===== src/rtl/uart_pkg.sv =====
// Shared types and default sizes for the UART transmit channel.
package uart_pkg;

  localparam int DV_W_DEF      = 11;
  localparam int DATA_BITS_DEF = 8;

  typedef enum logic [2:0] {IDLE, SYNC, START, DATA, PARITY, STOP} tx_state_e;

endpackage


===== src/rtl/uart_tx_sequencer_if.sv =====
// Host byte handshake into the UART transmit sequencer.
interface uart_tx_sequencer_if import uart_pkg::*; #(
  parameter int DATA_BITS = DATA_BITS_DEF
) ();

  logic [DATA_BITS-1:0] tx_data;
  logic                 tx_valid;
  logic                 tx_ready;

  modport master (output tx_data, output tx_valid, input tx_ready);
  modport slave  (input tx_data, input tx_valid, output tx_ready);

endinterface


===== src/rtl/uart_tx_shift_reg.sv =====
// Data shifter for the TX frame: loads a byte on accept, shifts right on each data-bit tick.
module uart_tx_shift_reg import uart_pkg::*; #(
  parameter int DATA_BITS = DATA_BITS_DEF
) (
  input  logic                 clk,
  input  logic                 load,
  input  logic                 shift,
  input  logic [DATA_BITS-1:0] din,
  output logic                 lsb
);

  logic [DATA_BITS-1:0] sr;

  always_ff @(posedge clk) begin
    if (load)
      sr <= din;
    else if (shift)
      sr <= {1'b0, sr[DATA_BITS-1:1]};
  end

  assign lsb = sr[0];

endmodule


===== src/rtl/uart_tx_sequencer.sv =====
// UART TX frame sequencer: owns the baud divisor and serialises bytes on txd per baud tick.
// Optional parity bit enabled by defining UART_PARITY_EN.
module uart_tx_sequencer import uart_pkg::*; #(
  parameter int              DATA_BITS = DATA_BITS_DEF,
  parameter int              STOP_BITS = 1,
  parameter int              DV_W      = DV_W_DEF,
  parameter logic [DV_W-1:0] DV_RESET  = DV_W'(16)
) (
  input  logic                clk,
  input  logic                rst,
  uart_tx_sequencer_if.slave  host,
  input  logic                baud_tick,
  input  logic [DV_W-1:0]     cfg_dv_wdata,
  input  logic                cfg_dv_we,
  input  logic                cfg_parity_odd,
  output logic [DV_W-1:0]     dv,
  output logic                txd,
  output logic                busy,
  output logic                done,
  output logic                cfg_err
);

  localparam int BCW = $clog2(DATA_BITS);

  tx_state_e       state, state_nxt;
  logic [BCW-1:0]  bit_cnt, bit_cnt_nxt;
  logic            stop_cnt, stop_cnt_nxt;
  logic            txd_nxt, done_nxt, err_nxt;
  logic [DV_W-1:0] dv_nxt;
  logic            accept, shift, lsb;

  assign host.tx_ready = (state == IDLE) && !rst;
  assign accept        = host.tx_valid && host.tx_ready;
  assign busy          = (state != IDLE);

  uart_tx_shift_reg #(.DATA_BITS(DATA_BITS)) u_shift (
    .clk   (clk),
    .load  (accept),
    .shift (shift),
    .din   (host.tx_data),
    .lsb   (lsb)
  );

`ifdef UART_PARITY_EN
  logic par_bit;

  always_ff @(posedge clk) begin
    if (accept)
      par_bit <= (^host.tx_data) ^ cfg_parity_odd;
  end
`else
  logic unused_parity_odd;
  assign unused_parity_odd = cfg_parity_odd;
`endif

  always_ff @(posedge clk) begin
    if (rst) begin
      state    <= IDLE;
      bit_cnt  <= '0;
      stop_cnt <= 1'b0;
      txd      <= 1'b1;
      done     <= 1'b0;
      cfg_err  <= 1'b0;
      dv       <= DV_RESET;
    end else begin
      state    <= state_nxt;
      bit_cnt  <= bit_cnt_nxt;
      stop_cnt <= stop_cnt_nxt;
      txd      <= txd_nxt;
      done     <= done_nxt;
      cfg_err  <= err_nxt;
      dv       <= dv_nxt;
    end
  end

  // txd is registered: each tick selects the level of the bit that starts after the edge
  always_comb begin
    state_nxt    = state;
    bit_cnt_nxt  = bit_cnt;
    stop_cnt_nxt = stop_cnt;
    txd_nxt      = txd;
    done_nxt     = 1'b0;
    err_nxt      = 1'b0;
    dv_nxt       = dv;
    shift        = 1'b0;

    if (cfg_dv_we) begin
      if ((state == IDLE) && (cfg_dv_wdata != '0))
        dv_nxt = cfg_dv_wdata;
      else
        err_nxt = 1'b1;
    end

    unique case (state)
      IDLE: begin
        txd_nxt = 1'b1;
        if (accept)
          state_nxt = SYNC;
      end
      SYNC: if (baud_tick) begin
        state_nxt = START;
        txd_nxt   = 1'b0;
      end
      START: if (baud_tick) begin
        state_nxt   = DATA;
        bit_cnt_nxt = '0;
        txd_nxt     = lsb;
        shift       = 1'b1;
      end
      DATA: if (baud_tick) begin
        if (bit_cnt == BCW'(DATA_BITS - 1)) begin
`ifdef UART_PARITY_EN
          state_nxt    = PARITY;
          txd_nxt      = par_bit;
`else
          state_nxt    = STOP;
          txd_nxt      = 1'b1;
          stop_cnt_nxt = 1'b0;
`endif
        end else begin
          bit_cnt_nxt = bit_cnt + 1'b1;
          txd_nxt     = lsb;
          shift       = 1'b1;
        end
      end
      PARITY: if (baud_tick) begin
        state_nxt    = STOP;
        txd_nxt      = 1'b1;
        stop_cnt_nxt = 1'b0;
      end
      STOP: if (baud_tick) begin
        if (stop_cnt == 1'(STOP_BITS - 1)) begin
          state_nxt = IDLE;
          done_nxt  = 1'b1;
        end else begin
          stop_cnt_nxt = 1'b1;
        end
      end
      default: state_nxt = IDLE;
    endcase
  end

endmodule


===== src/flat_wrapper.sv =====
// flat-port wrapper written by rule: the top's interface ports become plain ports
module uart_tx_sequencer_flat import uart_pkg::*;
#(
  parameter int              DATA_BITS = DATA_BITS_DEF,
  parameter int              STOP_BITS = 1,
  parameter int              DV_W      = DV_W_DEF,
  parameter logic [DV_W-1:0] DV_RESET  = DV_W'(16)
)
  (clk, rst, baud_tick, cfg_dv_wdata, cfg_dv_we, cfg_parity_odd, dv, txd, busy, done, cfg_err, host_tx_data, host_tx_valid, host_tx_ready);
  uart_tx_sequencer_if #(.DATA_BITS(DATA_BITS)) host_i ();
  input  logic clk;
  input  logic rst;
  input  logic baud_tick;
  input  logic [DV_W-1:0] cfg_dv_wdata;
  input  logic cfg_dv_we;
  input  logic cfg_parity_odd;
  output logic [DV_W-1:0] dv;
  output logic txd;
  output logic busy;
  output logic done;
  output logic cfg_err;
  input wire logic [$bits(host_i.tx_data)-1:0] host_tx_data;
  input wire logic [$bits(host_i.tx_valid)-1:0] host_tx_valid;
  output wire logic [$bits(host_i.tx_ready)-1:0] host_tx_ready;
  assign host_i.tx_data = host_tx_data;
  assign host_i.tx_valid = host_tx_valid;
  assign host_tx_ready = host_i.tx_ready;
  uart_tx_sequencer #(.DATA_BITS(DATA_BITS), .STOP_BITS(STOP_BITS), .DV_W(DV_W), .DV_RESET(DV_RESET)) u_core (.clk(clk), .rst(rst), .host(host_i), .baud_tick(baud_tick), .cfg_dv_wdata(cfg_dv_wdata), .cfg_dv_we(cfg_dv_we), .cfg_parity_odd(cfg_parity_odd), .dv(dv), .txd(txd), .busy(busy), .done(done), .cfg_err(cfg_err));
endmodule

===== config.mk =====
export PLATFORM = sky130hd
export DESIGN_NAME = uart_tx_sequencer_flat
export DESIGN_NICKNAME = d
export VERILOG_FILES = /design/src/rtl/uart_pkg.sv /design/src/rtl/uart_tx_sequencer_if.sv /design/src/rtl/uart_tx_shift_reg.sv /design/src/rtl/uart_tx_sequencer.sv /design/src/flat_wrapper.sv
export SDC_FILE = /design/constraint.sdc
export NUM_CORES = 1
export LEC_CHECK = 0
export CAP_MARGIN = 25
export CORE_ASPECT_RATIO = 0.6
export CORE_MARGIN = 8
export CORE_UTILIZATION = 40
export DETAILED_ROUTE_END_ITERATION = 16
export PLACE_DENSITY = 0.7
export SLEW_MARGIN = 30
export SYNTH_ARGS = -nofsm -noshare
export SYNTH_HDL_FRONTEND = slang
export SYNTH_SLANG_ARGS = --single-unit

===== constraint.sdc =====
create_clock -name clk -period 2.3 [get_ports clk]
set_clock_uncertainty 0.1 [all_clocks]
set_input_delay 0.345 -clock clk [delete_from_list [all_inputs] [get_ports clk]]
set_output_delay 0.345 -clock clk [all_outputs]
set_load 0.05 [all_outputs]

==> results by group, run 1 <==
Pwr
  – Design Power: roughly 1.1 mW
  – Leakage: around 0.67 nW
  – Power Dens Cells: 623 nW/µm²
  – Peak supply drop: roughly 0.34 mV

Critical path
  – Worst EP required: 1.86 ns
  – Crit end category: output pin
  – CP Launch Type: flip-flop
  – Critical Path Fanout Max: 3
  – Register-to-Register Path Depth: 3
  – WP data arrival: roughly 1.7 ns
  – RR Endpoint: u_core.dv[9]$_SDFFE_PP0P_
  – R2r startpoint: u_core.state[0]$_SDFFE_PP0P_
  – R2r setup slk: between 0.3 and 0.4 ns
  – Kind of critical path: flip-flop to output pin

Placement
  – Area of placed instances: about 1700 µm²
  – Placed cells: just over 200
  – DP HPWL: 2590 µm
  – RePlAce Congestion: around 0.76
  – Buffers on Ports: 39

Clock network
  – Clk sink count: 28
  – Clk pin slew, worst setup/hold paths: approximately 0.090 ns
  – Hold Buf Count CTS: 0
  – Postcts setup bufs: 0
  – Htree depth: 1
  – Num CTS Buffers: 3
  – Clock Path Buffers: 2
  – Clock Tree Root: clkbuf_8
  – TritonCTS clock tree: built
  – Clock Latency Late Sink: approximately 0.27 ns
  – PostCTS Resize Cnt: 0

Floorplan
  – Initial Utilization: 0.429
  – Die Area: ~5300 µm²
  – Die H: roughly 60 µm
  – IO Pins: 41
  – Die Wd: approximately 89 µm
  – Row cnt: 15
  – Core Box Area: a little under 3000 µm²

Global route
  – Vias in the first global route: ~1100
  – Largest net degree at the start of global routing: 21
  – Total track usage: 0.130
  – First-pass GRT wire length: roughly 5200 µm
  – Grt total ovfl: 0
  – Initial antenna violation count: 0

Layout
  – Nets: 193
  – Cell Count, Final, Fillers Out: a little over 200
  – Ant. Diodes: 0
  – Layout area overhead: 41.5%
  – Layout cells sized above 1: 0.128
  – Final instance area: roughly 1800 µm²

Synthesis
  – Primary FF master, synth: dfxtp_1
  – Synth Register Bits: 28
  – Most frequent cell after synthesis: nand2_1
  – Syn Nets: 150
  – Synth top area share: 0.317
  – Syn_area_per_cell: about 10 µm²
  – Yosys top cell by area: dfxtp_1
  – Post-synth EDFFs: 8
  – Netlist cell types: 30
  – Synth Cell Area: between 1000 and 1500 µm²
  – Synth area leaders: dfxtp_1 (32%), edfxtp_1 (19%), mux2i_1 (9.5%)
  – Post-Syn Instances: around 120
  – Most frequent cells after synthesis: nand2_1 (22), dfxtp_1 (20), mux2i_1 (12), edfxtp_1 (8), mux2_2 (7)
  – Async SR Flop Fraction: 0
  – Synthesis Warnings: 0
  – Register area share after synthesis: 0.507

Min path
  – Min-Delay Path Class: flip-flop to flip-flop
  – Hold Path Sink: u_core.dv[8]$_SDFFE_PP0P_
  – Depth of the worst hold-timing path: 2
  – Hold Crit Start: u_core.dv[8]$_SDFFE_PP0P_

Flow run
  – Number of max-cap violations: 0

STA
  – Slew HR: 0.438
  – Fmax: 461 MHz
  – Fin. max-slew vios: 0
  – RSZ-0062 raised after global routing: false
  – Final Hold Fails: 0
  – Final worst hold slack: approximately 0.36 ns
  – Setup violations, final: 0
  – Fin crit period: roughly 2.2 ns
  – Tcrit/Tclk final: 0.943
  – Slew at the pin closest to its max-slew limit: 0.843 ns

Run status
  – Outcome: finished clean

Drt
  – Detailed Routing Iterations Pass 1: 4
  – WL per Instance: ~16 µm
  – DRC viols: 0
  – Post-Route WL: 3220 µm
  – Vias post-DR: 1042
  – Post-DRT Antenna Nets: 0
  – Vias per inst: about 5.1
  – Starting DRT DRC Count: 36
==> critical path, stage by stage, from the launching register on <==
cell and delay [ns]:
dfxtp_1 0.32, or3_4 0.41, clkdlybuf4s50_1 0.72
==> state kept, by name (all words and copies together), names as in the netlist <==
| signal | flops |
|---|---|
| u_core.bit_cnt | 3 |
| u_core.cfg_err | 1 |
| u_core.done | 1 |
| u_core.dv | 11 |
| u_core.state | 3 |
| u_core.txd | 1 |
| u_core.u_shift.sr | 8 |
==> layer usage <==
layer  wire, µm  global-route usage  up-vias
met1       1470               0.153      510
li1           -                   -      519
met2       1620               0.219        9
met3         76              0.0332        4
met4         47              0.0573        0
met5          0                   0        -
==> kinds of logic after synthesis <==
| kind of cell | Yosys count | synth area share |
|---|---|---|
| compound gates | 14 | 0.0673 |
| fa+ha+maj | 2 | 0.0198 |
| buf+inv | 9 | 0.0386 |
| flops | 28 | 0.507 |
| mux | 19 | 0.157 |
| simple gates | 51 | 0.210 |
==> stage by stage <==
| stage | setup TNS (ns) | utilization | setup WS (ns) |
|---|---|---|---|
| 4_1_cts | 0 | 0.607 | 0.124 |
| 5_1_grt | 0 | 0.607 | 0.0795 |
| 3_5_place_dp | 0 | 0.593 | 0.103 |
| 6_report | 0 | 0.607 | 0.130 |
| 2_1_floorplan | 0 | - | 0.0846 |
| 3_3_place_gp | -0.693 | 0.589 | -0.0707 |
==> worst max-delay path by stage <==
stage / start / end / slack, ns / depth (start not counted)
2_1_floorplan: u_core.state[0]$_SDFFE_PP0P_ / u_core.u_shift.sr[0]$_DFFE_PP_ / 0.08 / 4
3_3_place_gp: cfg_dv_wdata[4] / u_core.dv[5]$_SDFFE_PP0P_ / -0.07 / 4
3_5_place_dp: cfg_dv_wdata[0] / u_core.dv[3]$_SDFFE_PP0P_ / 0.10 / 4
4_1_cts: u_core.state[0]$_SDFFE_PP0P_ / busy / 0.12 / 2
5_1_grt: u_core.state[0]$_SDFFE_PP0P_ / busy / 0.08 / 2
6_report: u_core.state[0]$_SDFFE_PP0P_ / busy / 0.13 / 2
==> report_power, final <==
| group | switching, mW | total (mW) | internal, mW |
|---|---|---|---|
| sequential | 0.0130 | 0.556 | 0.543 |
| combinational | 0.165 | 0.296 | 0.132 |
| clock | 0.145 | 0.263 | 0.118 |
| total | 0.323 | 1.11 | 0.792 |
==> area by class of cell <==
type / instances / area, µm²
fill: 248 / 1160
sequential: 28 / 641
multi-input combinational: 86 / 601
timing repair buffer: 45 / 445
tap: 42 / 52.6
clock buffer: 3 / 41.3
inverter: 2 / 7.51
==> placed cells by master (no fill, tap or decap), types with 2 or more instances in the layout <==
| cell type | instances |
|---|---|
| buf_4 | 6 |
| mux2_2 | 7 |
| nand3b_1 | 4 |
| inv_1 | 2 |
| a21oi_1 | 6 |
| mux2i_1 | 12 |
| o21ai_0 | 5 |
| ha_1 | 2 |
| nand3_1 | 2 |
| clkbuf_8 | 3 |
| nor2_1 | 5 |
| edfxtp_1 | 8 |
| clkdlybuf4s50_1 | 38 |
| or3_1 | 2 |
| nand2_1 | 22 |
| dfxtp_1 | 20 |
| nor4_1 | 2 |
| nor3_1 | 3 |
No activity file was read; power rests on OpenSTA's default activity.
==> run 2: changes to the inputs <==
--- a/config.mk
+++ b/config.mk
@@ -6,7 +6,6 @@
 export NUM_CORES = 1
 export LEC_CHECK = 0
 export CAP_MARGIN = 25
-export CORE_ASPECT_RATIO = 0.6
 export CORE_MARGIN = 8
 export CORE_UTILIZATION = 40
 export DETAILED_ROUTE_END_ITERATION = 16
==> results by group, run 2 (synthesized netlist as in run 1, its figures left out) <==
Floorplan
  – Initial Utilization: 0.417 (was 0.429)
  – Die Wd: 72.2 µm (was 88.6 µm)
  – Core Box Area: 3030 µm² (was 2950 µm²)
  – Die Area: 5210 µm² (was 5270 µm²)
  – Die H: 72.2 µm (was 59.5 µm)
  – IO Pins: 41 (unchanged)
  – Row cnt: 20 (was 15)

STA
  – Fmax: 511 MHz (was 461 MHz)
  – Slew HR: 0.653 (was 0.438)
  – Tcrit/Tclk final: 0.852 (was 0.943)
  – Fin crit period: 1.96 ns (was 2.17 ns)
  – Final worst slack: 0.341 ns (was 0.130 ns)
  – Setup TNS: 0 ns (unchanged)
  – Final Hold Fails: 0 (unchanged)
  – RSZ-0062 raised after global routing: false (unchanged)
  – Final worst hold slack: 0.368 ns (was 0.365 ns)
  – Setup violations, final: 0 (unchanged)
  – Fin. max-slew vios: 0 (unchanged)
  – Slew at the pin closest to its max-slew limit: 0.518 ns (was 0.843 ns)

Critical path
  – Kind of critical path: flip-flop to output pin (unchanged)
  – Cell Chain, Critical Path: clkdlybuf4s50_1 (was or3_4 -> clkdlybuf4s50_1)
  – Crit end category: output pin (unchanged)
  – Max incr delay on CP: 0.82 ns (was 0.72 ns)
  – WP buf/inv: 1 (unchanged)
  – CP top delay family: buffers and inverters (unchanged)
  – CP Launch Type: flip-flop (unchanged)
  – CP max-delay cell: clkdlybuf4s50_1 (unchanged)
  – WP data arrival: 1.51 ns (was 1.72 ns)
  – Critical Path Fanout Max: 2 (was 3)
  – Worst EP required: 1.86 ns (about the same)

Drt
  – Post-DRT Antenna Nets: 0 (unchanged)
  – Post-Route WL: 2830 µm (was 3220 µm)
  – DRC viols: 0 (unchanged)
  – Vias post-DR: 1018 (was 1042)
  – WL per Instance: 13.5 µm (was 15.6 µm)
  – Starting DRT DRC Count: 31 (was 36)
  – Vias per inst: 4.85 (was 5.06)
  – Detailed Routing Iterations Pass 1: 3 (was 4)

Global route
  – Initial antenna violation count: 0 (unchanged)
  – Met2 Track Usage GR: 0.183 (was 0.219)
  – Met3 usage: 0.0592 (was 0.0332)
  – Grt total ovfl: 0 (unchanged)
  – GR Util met1: 0.126 (was 0.153)
  – Total track usage: 0.113 (was 0.130)
  – Vias in the first global route: 1064 (was 1056)
  – First-pass GRT wire length: 4780 µm (was 5220 µm)
  – Largest net degree at the start of global routing: 22 (was 21)
  – GR peak layer: met2 (unchanged)

Clock network
  – Hold Buf Count CTS: 0 (unchanged)
  – Htree depth: 1 (unchanged)
  – Clock Path Buffers: 2 (unchanged)
  – Clock Tree Root: clkbuf_4 (was clkbuf_8)
  – PostCTS Resize Cnt: 0 (unchanged)
  – Clk sink count: 28 (unchanged)
  – Clock Latency Late Sink: 0.33 ns (was 0.27 ns)
  – TritonCTS clock tree: built (unchanged)
  – Num CTS Buffers: 3 (unchanged)
  – Clk pin slew, worst setup/hold paths: 0.15 ns (was 0.09 ns)
  – Postcts setup bufs: 0 (unchanged)

Layout
  – Commonest non-fill, non-tap cell in the layout: clkdlybuf4s50_1 (unchanged)
  – Max FFs per register: 11 (unchanged)
  – Largest reg by FF count: u_core.dv (unchanged)
  – Layout area overhead: 42.1% (was 41.5%)
  – Largest regs: u_core.dv: 11 flops, u_core.u_shift.sr: 8 flops (unchanged)
  – Layout cells sized above 1: 0.145 (was 0.128)
  – Commonest non-fill, non-tap cells in the layout: clkdlybuf4s50_1 (37), nand2_1 (22), dfxtp_1 (20) (was clkdlybuf4s50_1 (38), nand2_1 (22), dfxtp_1 (20))
  – Ant. Diodes: 0 (unchanged)
  – # fillers: 278 (was 248)
  – Nets: 194 (was 193)

Placement
  – RePlAce Congestion: 0.724 (was 0.763)
  – Setup WS pre-CTS: 0.238 ns (was 0.103 ns)
  – DP HPWL: 2190 µm (was 2590 µm)
  – Buffers on Ports: 39 (unchanged)

Pwr
  – Peak supply drop: 0.279 mV (was 0.338 mV)
  – Leakage: 0.682 nW (was 0.672 nW)
  – Power Dens Cells: 648 nW/µm² (was 623 nW/µm²)

Min path
  – Min-Delay Path Class: flip-flop to flip-flop (unchanged)

Run status
  – Outcome: finished clean (unchanged)

Flow run
  – Number of max-cap violations: 0 (unchanged)
[run 2: power by group]
| part | leakage [nW] | switching, mW | internal (mW) |
|---|---|---|---|
| clock network | 0.0279 | 0.140 | 0.176 |
| logic | 0.416 | 0.155 | 0.133 |
| registers | 0.238 | 0.0173 | 0.543 |
[run 2: final cells by class]
class                   instances  area [µm²]  share of cell area
clock inverters                 1        30.0              0.0167
repair buffers                 46         450               0.251
multi-input cells              86         589               0.328
well taps                      44        55.1              0.0307
clock buffers                   3        22.5              0.0125
flip-flops and latches         28         641               0.357
inverters                       2        7.51             0.00418
[run 2: final timing paths]
path	startpoint	end	slack, ns	depth (start not counted)
min reg2reg	u_core.dv[1]$_SDFFE_PP0P_	u_core.dv[1]$_SDFFE_PP0P_	0.37	2
max reg2reg	u_core.state[0]$_SDFFE_PP0P_	u_core.dv[3]$_SDFFE_PP0P_	0.57	4
min	u_core.dv[1]$_SDFFE_PP0P_	u_core.dv[1]$_SDFFE_PP0P_	0.37	2
max	u_core.dv[10]$_SDFFE_PP0P_	dv[10]	0.34	1
[run 2: through the flow]
stage | utilization | cell area, µm² | total power [mW] | cells
global placement | 0.576 | 1740 | 0.856 | 206
detailed placement | 0.576 | 1740 | 0.861 | 206
global route | 0.593 | 1800 | 1.22 | 210
floorplan | - | 1280 | 0.746 | 123
CTS | 0.593 | 1800 | 1.18 | 210
finish | 0.593 | 1800 | 1.16 | 210
[run 2: routing by layer]
metal,part of all wire,vias to the layer above
met3,0.099,2
met1,0.44,464
li1,-,523
met4,0.0042,0
met2,0.46,29
met5,0,-
==> run 3: changes to the inputs <==
--- a/config.mk
+++ b/config.mk
@@ -7,10 +7,9 @@
 export LEC_CHECK = 0
 export CAP_MARGIN = 25
 export CORE_MARGIN = 8
-export CORE_UTILIZATION = 40
+export CORE_UTILIZATION = 42
 export DETAILED_ROUTE_END_ITERATION = 16
-export PLACE_DENSITY = 0.7
-export SLEW_MARGIN = 30
+export PLACE_DENSITY = 0.73
 export SYNTH_ARGS = -nofsm -noshare
 export SYNTH_HDL_FRONTEND = slang
 export SYNTH_SLANG_ARGS = --single-unit
==> results by group, run 3 (synthesized netlist as in run 1, its figures left out) <==
Clock network
  – TritonCTS clock tree: built (unchanged)
  – Clock Tree Root: clkbuf_4 (unchanged)
  – Postcts setup bufs: 0 (unchanged)
  – Htree depth: 1 (unchanged)
  – Num CTS Buffers: 3 (unchanged)
  – PostCTS Resize Cnt: 0 (unchanged)
  – Clock Path Buffers: 2 (unchanged)
  – Clk pin slew, worst setup/hold paths: 0.15 ns (about the same)
  – Hold Buf Count CTS: 0 (unchanged)
  – Clk sink count: 28 (unchanged)
  – Clock Latency Late Sink: 0.33 ns (about the same)

STA
  – Slew at the pin closest to its max-slew limit: 0.515 ns (was 0.518 ns)
  – Fin. max-slew vios: 0 (unchanged)
  – Setup TNS: 0 ns (unchanged)
  – Tcrit/Tclk final: 0.850 (was 0.852)
  – Final worst hold slack: 0.371 ns (was 0.368 ns)
  – Setup violations, final: 0 (unchanged)
  – RSZ-0062 raised after global routing: false (unchanged)
  – Final Hold Fails: 0 (unchanged)
  – Slew HR: 0.655 (was 0.653)
  – Fmax: 511 MHz (about the same)
  – Fin crit period: 1.96 ns (about the same)
  – Final worst slack: 0.344 ns (was 0.341 ns)

Critical path
  – Crit end category: output pin (unchanged)
  – CP Launch Type: flip-flop (unchanged)
  – Critical Path Fanout Max: 2 (unchanged)
  – Cell Chain, Critical Path: clkdlybuf4s50_1 (unchanged)
  – Kind of critical path: flip-flop to output pin (unchanged)
  – Max incr delay on CP: 0.82 ns (about the same)
  – WP data arrival: 1.51 ns (about the same)
  – CP top delay family: buffers and inverters (unchanged)
  – CP max-delay cell: clkdlybuf4s50_1 (unchanged)
  – Worst EP required: 1.86 ns (about the same)
  – WP buf/inv: 1 (unchanged)

Drt
  – Starting DRT DRC Count: 14 (was 31)
  – WL per Instance: 14.4 µm (was 13.5 µm)
  – Vias post-DR: 1045 (was 1018)
  – Vias per inst: 5.17 (was 4.85)
  – DRC viols: 0 (unchanged)
  – Detailed Routing Iterations Pass 1: 4 (was 3)
  – Post-Route WL: 2900 µm (was 2830 µm)
  – Post-DRT Antenna Nets: 0 (unchanged)

Pwr
  – Part of the power in registers: 0.510 (was 0.482)
  – Leakage: 0.701 nW (was 0.682 nW)
  – Power Dens Cells: 609 nW/µm² (was 648 nW/µm²)
  – Peak supply drop: 0.263 mV (was 0.279 mV)
  – Int Pwr: 0.777 mW (was 0.852 mW)
  – Clock power share: 0.219 (was 0.272)
  – Design Power: 1.09 mW (was 1.16 mW)
  – Comb power frac: 0.271 (was 0.247)
  – Sw frac: 0.288 (was 0.268)
  – Switch Pwr: 0.315 mW (was 0.312 mW)

Layout
  – Nets: 197 (was 194)
  – Largest reg by FF count: u_core.dv (unchanged)
  – Commonest non-fill, non-tap cells in the layout: clkdlybuf4s50_1 (37), nand2_1 (22), dfxtp_1 (20) (unchanged)
  – Final instance area: 1790 µm² (was 1800 µm²)
  – Layout area overhead: 41.9% (was 42.1%)
  – Ant. Diodes: 0 (unchanged)
  – # fillers: 266 (was 278)
  – Max FFs per register: 11 (unchanged)
  – Cell Count, Final, Fillers Out: 202 (was 210)
  – Final core utilization: 0.607 (was 0.593)
  – Largest regs: u_core.dv: 11 flops, u_core.u_shift.sr: 8 flops (unchanged)
  – Commonest non-fill, non-tap cell in the layout: clkdlybuf4s50_1 (unchanged)
  – Layout cells sized above 1: 0.154 (was 0.145)

Flow run
  – Number of max-cap violations: 0 (unchanged)

Min path
  – Min-Delay Path Class: flip-flop to flip-flop (unchanged)

Placement
  – Buffers on Ports: 39 (unchanged)
  – Setup WS pre-CTS: 0.259 ns (was 0.238 ns)
  – RePlAce Congestion: 0.744 (was 0.724)
  – Area of placed instances: 1750 µm² (was 1740 µm²)
  – Placed cells: 198 (was 206)
  – DP HPWL: 2330 µm (was 2190 µm)

Floorplan
  – Die Wd: 70.9 µm (was 72.2 µm)
  – Core Box Area: 2950 µm² (was 3030 µm²)
  – IO Pins: 41 (unchanged)
  – Initial Utilization: 0.428 (was 0.417)
  – Die H: 70.9 µm (was 72.2 µm)
  – Die Area: 5020 µm² (was 5210 µm²)
  – Row cnt: 20 (unchanged)

Global route
  – Largest net degree at the start of global routing: 16 (was 22)
  – Initial antenna violation count: 0 (unchanged)
  – First-pass GRT wire length: 5070 µm (was 4780 µm)
  – Total track usage: 0.123 (was 0.113)
  – Vias in the first global route: 1142 (was 1064)
  – Grt total ovfl: 0 (unchanged)

Run status
  – Outcome: finished clean (unchanged)
run 3: changes by cell type in the layout (fill, tap and decap cells not counted):
cell            change
bufinv_16           -1
dlymetal6s2s_1      +1
clkbuf_8            +1
buf_4               +2
run 3: metal layers:
metal | up-vias | GRT usage | wire (µm)
li1 | 531 | - | -
met1 | 479 | 0.124 | 1200
met2 | 30 | 0.216 | 1380
met3 | 5 | 0.0508 | 266
met4 | 0 | 0.0554 | 48
met5 | - | 0 | 0
run 3: tightest hold or removal path, stage by stage, from the launching register on:
cell	delay (ns)
dfxtp_1	0.34
nand2_1	0.05
mux2i_1	0.05
run 3: path summary, 6_finish.rpt:
path / from / endpoint / slack [ns] / cells past startpoint
max: u_core.dv[10]$_SDFFE_PP0P_ / dv[10] / 0.34 / 1
min: u_core.dv[7]$_SDFFE_PP0P_ / u_core.dv[7]$_SDFFE_PP0P_ / 0.37 / 2
min reg2reg: u_core.dv[7]$_SDFFE_PP0P_ / u_core.dv[7]$_SDFFE_PP0P_ / 0.37 / 2
max reg2reg: u_core.bit_cnt[0]$_SDFFE_PP0P_ / u_core.u_shift.sr[2]$_DFFE_PP_ / 0.61 / 5
run 3: final cells by class:
cell class / instances / area, µm² / share of cell area
timing repair buffer: 49 / 478 / 0.267
multi-input combinational: 86 / 589 / 0.329
sequential: 28 / 641 / 0.357
inverter: 2 / 7.51 / 0.00419
clock buffer: 4 / 36.3 / 0.0202
tap: 33 / 41.3 / 0.0230
run 3: power groups by stage:
stage	clock network, mW	registers, mW	logic, mW
2_1_floorplan	0	0.626	0.120
3_3_place_gp	0	0.566	0.295
3_5_place_dp	0	0.568	0.299
4_1_cts	0.250	0.557	0.300
5_1_grt	0.265	0.561	0.318
6_report	0.239	0.557	0.296
